===== src/rtl/excess3_pkg.sv =====
// rtl/excess3_pkg.sv - shared types and constants for the Excess-3/BCD codec
// Contents: FSM state enum, direction (mode) encodings, digit range limits,
// and the code substituted for an invalid digit.
package excess3_pkg;

  typedef enum logic [1:0] {
    IDLE = 2'd0,
    CONV = 2'd1,
    DONE = 2'd2
  } state_t;

  localparam logic MODE_XS3_TO_BCD = 1'b0;
  localparam logic MODE_BCD_TO_XS3 = 1'b1;

  localparam logic [3:0] XS3_OFFSET = 4'd3;
  localparam logic [3:0] XS3_MIN    = 4'd3;
  localparam logic [3:0] XS3_MAX    = 4'd12;
  localparam logic [3:0] BCD_MAX    = 4'd9;
  localparam logic [3:0] ERR_DIGIT  = 4'hF;

endpackage


===== src/rtl/excess3_digit_conv.sv =====
// rtl/excess3_digit_conv.sv - combinational single-digit Excess-3/BCD converter
// Ports:
//   code    in  4 : digit to convert
//   mode    in  1 : 0 = Excess-3 to BCD, 1 = BCD to Excess-3
//   result  out 4 : converted digit, ERR_DIGIT when code is out of range
//   invalid out 1 : code is not a legal digit for the selected mode
module excess3_digit_conv
  import excess3_pkg::*;
(
  input  logic [3:0] code,
  input  logic       mode,
  output logic [3:0] result,
  output logic       invalid
);

  always_comb begin
    result  = ERR_DIGIT;
    invalid = 1'b1;
    if (mode == MODE_XS3_TO_BCD) begin
      if (code >= XS3_MIN && code <= XS3_MAX) begin
        result  = code - XS3_OFFSET;
        invalid = 1'b0;
      end
    end else begin
      if (code <= BCD_MAX) begin
        result  = code + XS3_OFFSET;
        invalid = 1'b0;
      end
    end
  end

endmodule


===== src/rtl/excess3_bcd_codec.sv =====
// rtl/excess3_bcd_codec.sv - serial multi-digit Excess-3/BCD converter
// Converts one digit per clock through a single shared digit converter.
// Ports:
//   clk, rst      : rising-edge clock, asynchronous active-high reset
//   in_valid/in_ready, in_mode, in_data   : input word handshake
//   out_valid/out_ready, out_data         : result word handshake
//   out_err_mask  : per-digit invalid flags; out_err is their OR
module excess3_bcd_codec
  import excess3_pkg::*;
#(
  parameter int DIGITS = 4
) (
  input  logic                  clk,
  input  logic                  rst,
  input  logic                  in_valid,
  output logic                  in_ready,
  input  logic                  in_mode,
  input  logic [4*DIGITS-1:0]   in_data,
  output logic                  out_valid,
  input  logic                  out_ready,
  output logic [4*DIGITS-1:0]   out_data,
  output logic [DIGITS-1:0]     out_err_mask,
  output logic                  out_err
);

  localparam int W  = 4 * DIGITS;
  localparam int IW = (DIGITS > 1) ? $clog2(DIGITS) : 1;

  state_t            state_q, state_d;
  logic [IW-1:0]     idx_q;
  logic [W-1:0]      cap_data_q;
  logic              cap_mode_q;
  logic [W-1:0]      res_q;
  logic [DIGITS-1:0] mask_q;

  logic [3:0]        cur_code;
  logic [3:0]        cur_res;
  logic              cur_bad;
  logic              last_digit;

  // Index-selected digit feeding the shared converter.
  always_comb begin
    cur_code = 4'h0;
    for (int i = 0; i < DIGITS; i++) begin
      if (idx_q == IW'(i)) cur_code = cap_data_q[i*4 +: 4];
    end
  end

  excess3_digit_conv u_digit_conv (
    .code    (cur_code),
    .mode    (cap_mode_q),
    .result  (cur_res),
    .invalid (cur_bad)
  );

  assign last_digit = (idx_q == IW'(DIGITS - 1));

  always_ff @(posedge clk or posedge rst) begin
    if (rst) state_q <= IDLE;
    else     state_q <= state_d;
  end

  always_comb begin
    state_d = state_q;
    case (state_q)
      IDLE:    if (in_valid)   state_d = CONV;
      CONV:    if (last_digit) state_d = DONE;
      DONE:    if (out_ready)  state_d = IDLE;
      default:                 state_d = IDLE;
    endcase
  end

  // Datapath: capture on accept, then fill one result digit per CONV cycle.
  always_ff @(posedge clk or posedge rst) begin
    if (rst) begin
      idx_q      <= '0;
      cap_data_q <= '0;
      cap_mode_q <= 1'b0;
      res_q      <= '0;
      mask_q     <= '0;
    end else begin
      case (state_q)
        IDLE: begin
          if (in_valid) begin
            cap_data_q <= in_data;
            cap_mode_q <= in_mode;
            res_q      <= '0;
            mask_q     <= '0;
            idx_q      <= '0;
          end
        end
        CONV: begin
          for (int i = 0; i < DIGITS; i++) begin
            if (idx_q == IW'(i)) begin
              res_q[i*4 +: 4] <= cur_res;
              mask_q[i]       <= cur_bad;
            end
          end
          if (!last_digit) idx_q <= idx_q + IW'(1);
        end
        default: ;
      endcase
    end
  end

  // Handshake outputs depend on registered state only.
  assign in_ready     = (state_q == IDLE);
  assign out_valid    = (state_q == DONE);
  assign out_data     = res_q;
  assign out_err_mask = mask_q;
  assign out_err      = |mask_q;

endmodule


===== config.mk =====
export PLATFORM = sky130hd
export DESIGN_NAME = excess3_bcd_codec
export DESIGN_NICKNAME = d
export VERILOG_FILES = /design/src/rtl/excess3_pkg.sv /design/src/rtl/excess3_digit_conv.sv /design/src/rtl/excess3_bcd_codec.sv
export SDC_FILE = /design/constraint.sdc
export NUM_CORES = 1
export LEC_CHECK = 0
export CORE_ASPECT_RATIO = 1.1
export CORE_MARGIN = 5
export CORE_UTILIZATION = 27
export CTS_BUF_LIST = sky130_fd_sc_hd__clkbuf_8 sky130_fd_sc_hd__clkbuf_16
export DETAILED_ROUTE_END_ITERATION = 6
export GPL_ROUTABILITY_DRIVEN = 0
export PLACE_DENSITY = 0.55
export SYNTH_ARGS = -nofsm -noshare
export SYNTH_HDL_FRONTEND = slang
export SYNTH_SLANG_ARGS = --single-unit

===== constraint.sdc =====
create_clock -name clk -period 3.45 [get_ports clk]
set_input_delay 0.69 -clock clk [delete_from_list [all_inputs] [get_ports clk]]
set_output_delay 0.69 -clock clk [all_outputs]
set_load 0.05 [all_outputs]

==> results of run 1 <==
==> metrics by stage <==
step	utilization	std cells	setup slack [ns]
5_1_grt	0.357	320	0.407
3_3_place_gp	0.344	312	0.813
6_report	0.357	320	0.667
4_1_cts	0.357	320	0.673
2_1_floorplan	-	189	1.00
3_5_place_dp	0.344	312	0.693
==> cells in the final DEF (no fill, tap or decap), drive strengths merged, types with 3 or more instances in the layout <==
cell type / instances
nand2: 23
inv: 8
ha: 5
a32o: 4
dfrtp: 41
o21ai: 9
o211a: 3
nand3: 3
nor2b: 4
clkbuf: 5
buf: 3
o22ai: 3
mux2: 17
clkdlybuf4s50: 43
a22o: 9
nor2: 12
o31ai: 6
and2: 6
==> cells by family (layout without fill, tap and decap cells) <==
kind of cell / after synthesis / count (layout)
and+or+nand+nor: 57 / 57
AOI/OAI and AO/OA: 51 / 51
DFF: 41 / 41
muxes: 17 / 17
buffers and inverters: 17 / 61
adders and majority gates: 6 / 6
==> final cells by class <==
class / count / area, um^2
Timing Repair Buffer: 46 / 453
Sequential cell: 41 / 1030
Inverter: 7 / 26.3
Clock buffer: 5 / 68.8
Fill cell: 754 / 4780
Clock inverter: 3 / 25.0
Multi-Input combinational cell: 131 / 943
Tap cell: 87 / 109
==> flip-flops by register name, indices dropped and copies added, names as in the netlist <==
| register | count |
|---|---|
| out_data | 16 |
| cap_data_q | 16 |
| idx_q | 2 |
| cap_mode_q | 1 |
| out_err_mask | 4 |
| state_q | 2 |
==> per-layer routing <==
layer | vias up | global-route usage
met2 | 29 | 0.170
met1 | 770 | 0.139
met3 | 8 | 0.0253
li1 | 781 | -
met5 | - | 0
met4 | 0 | 0.0440
==> path summary, 6_finish.rpt <==
kind	to	slack, ns	cells after the start
max	out_data[1]	0.67	11
min	out_data[14]	0.50	1
max reg2reg	out_data[1]	0.67	11
min reg2reg	out_data[14]	0.50	1
max in group asynchronous	cap_data_q[10]	2.25	3
min in group asynchronous	out_data[12]	0.81	3
==> Yosys cell counts, types with 2 or more instances <==
master,instances
inv_1,5
o2bb2ai_1,2
and2_1,4
o21ai_1,4
o22ai_1,3
nor2_1,10
ha_1,5
nand3_1,3
clkbuf_1,7
o21ai_0,5
a21oi_1,2
dfrtp_1,41
nor2b_1,4
a32o_1,4
o211a_1,3
o211ai_1,2
or2_1,2
mux2_2,17
or4_1,2
a2bb2oi_1,2
o31ai_1,6
a22o_1,9
nand2b_1,2
inv_2,2
nand2_1,23
==> flow_summary.ini, run 1 <==
[cts]
cts.clk_slew.worst_paths_ns = 0.09
cts.path.max_buffers = 2
ctsResizeCount = 0
post_cts.repair.setup_buffers = 0
cts_sinks = 41
cts_root_buffer = clkbuf_8
cts.hold.buffers_added = 0
clk_latency_ns = 0.30
cts-buffers-inserted = 5
htree_levels = 2
cts_tree = done

[synthesis]
synth-seq-area-share = 0.502
yosys_warnings = 0
ys.flop_type = dfrtp_1
syn_avg_cell_area_um2 = 10.8
yosys.area_share.simple = 0.138
synth_seq_cells = 41
syn-num-nets = 215
synth-compound-area-share = 0.194
synth.distinct_cells = 45
synthArstFlopShare = 1.00
synth_edf_count = 0
synth_xor_area_frac = 0
synth_top_family_by_area = compound AO/OA/AOI/OAI gates
syn_area_um2 = 2050
synthCells = 189
synth_top_cell_by_area = dfrtp_1
ys_top_cells_by_area = dfrtp_1, mux2_2, nand2_1
muxShareOfSynthArea = 0.0936
synth_adder_area_share = 0.0361
synth_top_area_frac = 0.502

[layout]
fin_nets = 258
drive_gt1_frac = 0.150
n_antenna_cell = 0
area_delta_synth_final_pct = 29.6
design_area_um2 = 2650

[grt]
grt_start_max_net_pins = 42
antenna_found_initial = 0
grt_pass1_vias = 1596
overflow = 0
grt_pass1_wl_mm = 7.90
grtUsageTotal = 0.107

[worst_setup_path]
end_kind = register
slowest_delay_ns = 0.53
start_kind = register
cp-startpoint = idx_q[0]
critical_path_buf_inv_count = 2
r2r_start = idx_q[0]
cp_data_arrival_time_ns = 2.94
crit_chain = inv_1 -> ha_1 -> nand2_1 -> o211a_1 -> or2_1 -> inv_2 -> ha_1 -> nand2_1 -> a2bb2oi_1 -> o32ai_1 -> o31ai_1
crit_required_ns = 3.61
worst_path_max_delay_cell = o32ai_1
worstPathMaxFanout = 8
cp_top_family = compound AO/OA/AOI/OAI gates
path_class = reg2reg

[floorplan]
start_util = 0.275
die_y_um = 101
ios = 44
dieArea_um2 = 9420
num_rows = 33
die_x_um = 93.0
core_um2 = 7430

[timing]
hold_slack_ns = 0.503
slew_violations = 0
finalCritPeriodShare = 0.807
setup_viol = 0
finalClockSkew_ns = 0.00907
min_period_ns = 2.78
slew_headroom = 0.588
rsz0062_at_grt = false
max_freq_mhz = 359
tightest_slew_ns = 0.618
setup_tns_ns = 0
hold_viol = 0

[routing]
antenna_left = 0
routed_wl_mm = 4.83
met2_length_mm = 2.25
wirelength_met1_mm = 2.32
dr.pass1.iters = 4
viasPerCell = 4.96
dr.max_layer_used = met4
drt_iter0_markers = 116
drc_errors = 0
vias = 1588
wl_met3_um = 177
wire_per_inst_um = 15.1

[hold_path]
hp-class = reg2reg
hp-start = out_data[14]

[flow_run]
max-cap-violations = 0

[placement]
io_buffer_count = 43
dp_hpwl_mm = 3.64
placed_cell_area_um2 = 2560

[run_status]
status = finished clean
Power of run 1 is left out: the tool's default activity adds up to more than one toggle a clock period on the data nets, which glitch-free logic cannot reach.
==> run 2, diff against run 1 <==
==> constraint.sdc (replaced) <==
create_clock -name clk -period 2.6 [get_ports clk]
set_input_delay 0.52 -clock clk [delete_from_list [all_inputs] [get_ports clk]]
set_output_delay 0.52 -clock clk [all_outputs]
set_load 0.05 [all_outputs]
==> run 2 against run 1 <==
  * Via count up 3.0%
  * Flip-flop and latch count is the same
  * Sequential share of layout area decreased by 1.5 points
  * Clock-buffer cell count did not move
  * Hold slack worse by 0.0073 ns
==> flow_summary.ini, run 2 (synthesis gave the netlist of run 1 again) <==
[run_status]
status = finished clean

[worst_setup_path]
crit_required_ns = 2.08
r2r_start = idx_q[0]
cp_top_family = buffers and inverters
cp-startpoint = out_err_mask[1]
slowest_delay_ns = 0.71
path_class = reg2out
worstPathMaxFanout = 3
critical_path_buf_inv_count = 1
cp_data_arrival_time_ns = 1.93
start_kind = register
crit_chain = or4_1 -> clkdlybuf4s50_1
worst_path_max_delay_cell = clkdlybuf4s50_1
end_kind = primary output

[placement]
dp_hpwl_mm = 3.57
io_buffer_count = 43
dp.cells = 319

[grt]
antenna_found_initial = 0
grtUsageTotal = 0.107
grt_start_max_net_pins = 42
grt_pass1_wl_mm = 7.99
grt_pass1_vias = 1607
overflow = 0

[routing]
viasPerCell = 5.00
drc_errors = 0
dr.pass1.iters = 4
antenna_left = 0
drt_iter0_markers = 92
routed_wl_mm = 4.85
wire_per_inst_um = 14.8
vias = 1636

[timing]
hold_viol = 0
slew_headroom = 0.654
rsz0062_at_grt = true
min_period_ns = 2.45
finalClockSkew_ns = 0.0126
slew_violations = 0
hold_slack_ns = 0.495
setup_viol = 0
max_freq_mhz = 408
finalCritPeriodShare = 0.943
tightest_slew_ns = 0.519

[floorplan]
ios = 44
dieArea_um2 = 9420
num_rows = 33
die_y_um = 101
die_x_um = 93.0
start_util = 0.275
core_um2 = 7430

[cts]
post_cts.repair.setup_buffers = 0
cts-buffers-inserted = 5
clk_latency_ns = 0.30
htree_levels = 2
cts_sinks = 41
cts.clk_slew.worst_paths_ns = 0.09
cts.path.max_buffers = 2
cts_root_buffer = clkbuf_8
cts_tree = done

[layout]
final_cell_mix = clkdlybuf4s50_1, dfrtp_1, nand2_1, mux2_2
drive_gt1_frac = 0.200
area_delta_synth_final_pct = 35.0
fin_cells = 327
n_antenna_cell = 0
fin_nets = 265
mostFrequentLayoutCell = clkdlybuf4s50_1

[hold_path]
hp-class = reg2reg
hp-start = out_data[13]

[flow_run]
max-cap-violations = 0
## run 2: what timing repair did
| item | 4_1_cts | 5_1_grt |
|---|---|---|
| endpoints found under the hold margin | 0 | 0 |
| setup endpoints to repair | 0 | 18 |
| hold buffers | 0 | 0 |
| gates resized for setup | 0 | 9 |
## run 2: layout make-up
| class | count | area, um^2 |
|---|---|---|
| fill | 752 | 4670 |
| sequential | 41 | 1030 |
| clock buffer | 5 | 68.8 |
| multi-input combinational | 131 | 982 |
| timing repair buffer | 53 | 505 |
| inverter | 7 | 26.3 |
| tap | 87 | 109 |
| clock inverter | 3 | 43.8 |
## run 2: final timing paths
kind | end | slack (ns) | cells past startpoint
worst max-delay path | out_err | 0.15 | 2
worst min-delay path | out_data[13] | 0.50 | 2
worst max register to register | out_data[7] | 0.19 | 9
worst min register to register | out_data[13] | 0.50 | 2
max in group asynchronous | cap_mode_q | 1.58 | 3
min in group asynchronous | out_data[8] | 0.65 | 3
## run 2: worst reg2reg max path: cells and delay by family (launching register included)
kind,cells,cell delay (ns)
simple gates,2,0.34
buf+inv,2,0.35
fa+ha+maj,1,0.29
compound gates,4,0.89
flops,1,0.43
## run 2: metal layers
layer	up-vias	part of all wire	global-route usage
met5	-	0	0
met2	35	0.48	0.181
met4	0	0.015	0.0406
met1	802	0.46	0.133
met3	6	0.047	0.0253
li1	793	-	-
## run 2: metrics by stage
step / setup slack (ns) / utilization / area, um^2 / TNS [ns]
after floorplan: 0.151 / - / 2050 / 0
after global placement: 0.0987 / 0.351 / 2610 / 0
after detailed placement: 0.0267 / 0.351 / 2610 / 0
after CTS: 0.0123 / 0.366 / 2720 / 0
after global routing: -0.0310 / 0.372 / 2760 / -0.0310
final: 0.149 / 0.372 / 2760 / 0
Power of run 2 is left out for the same reason.
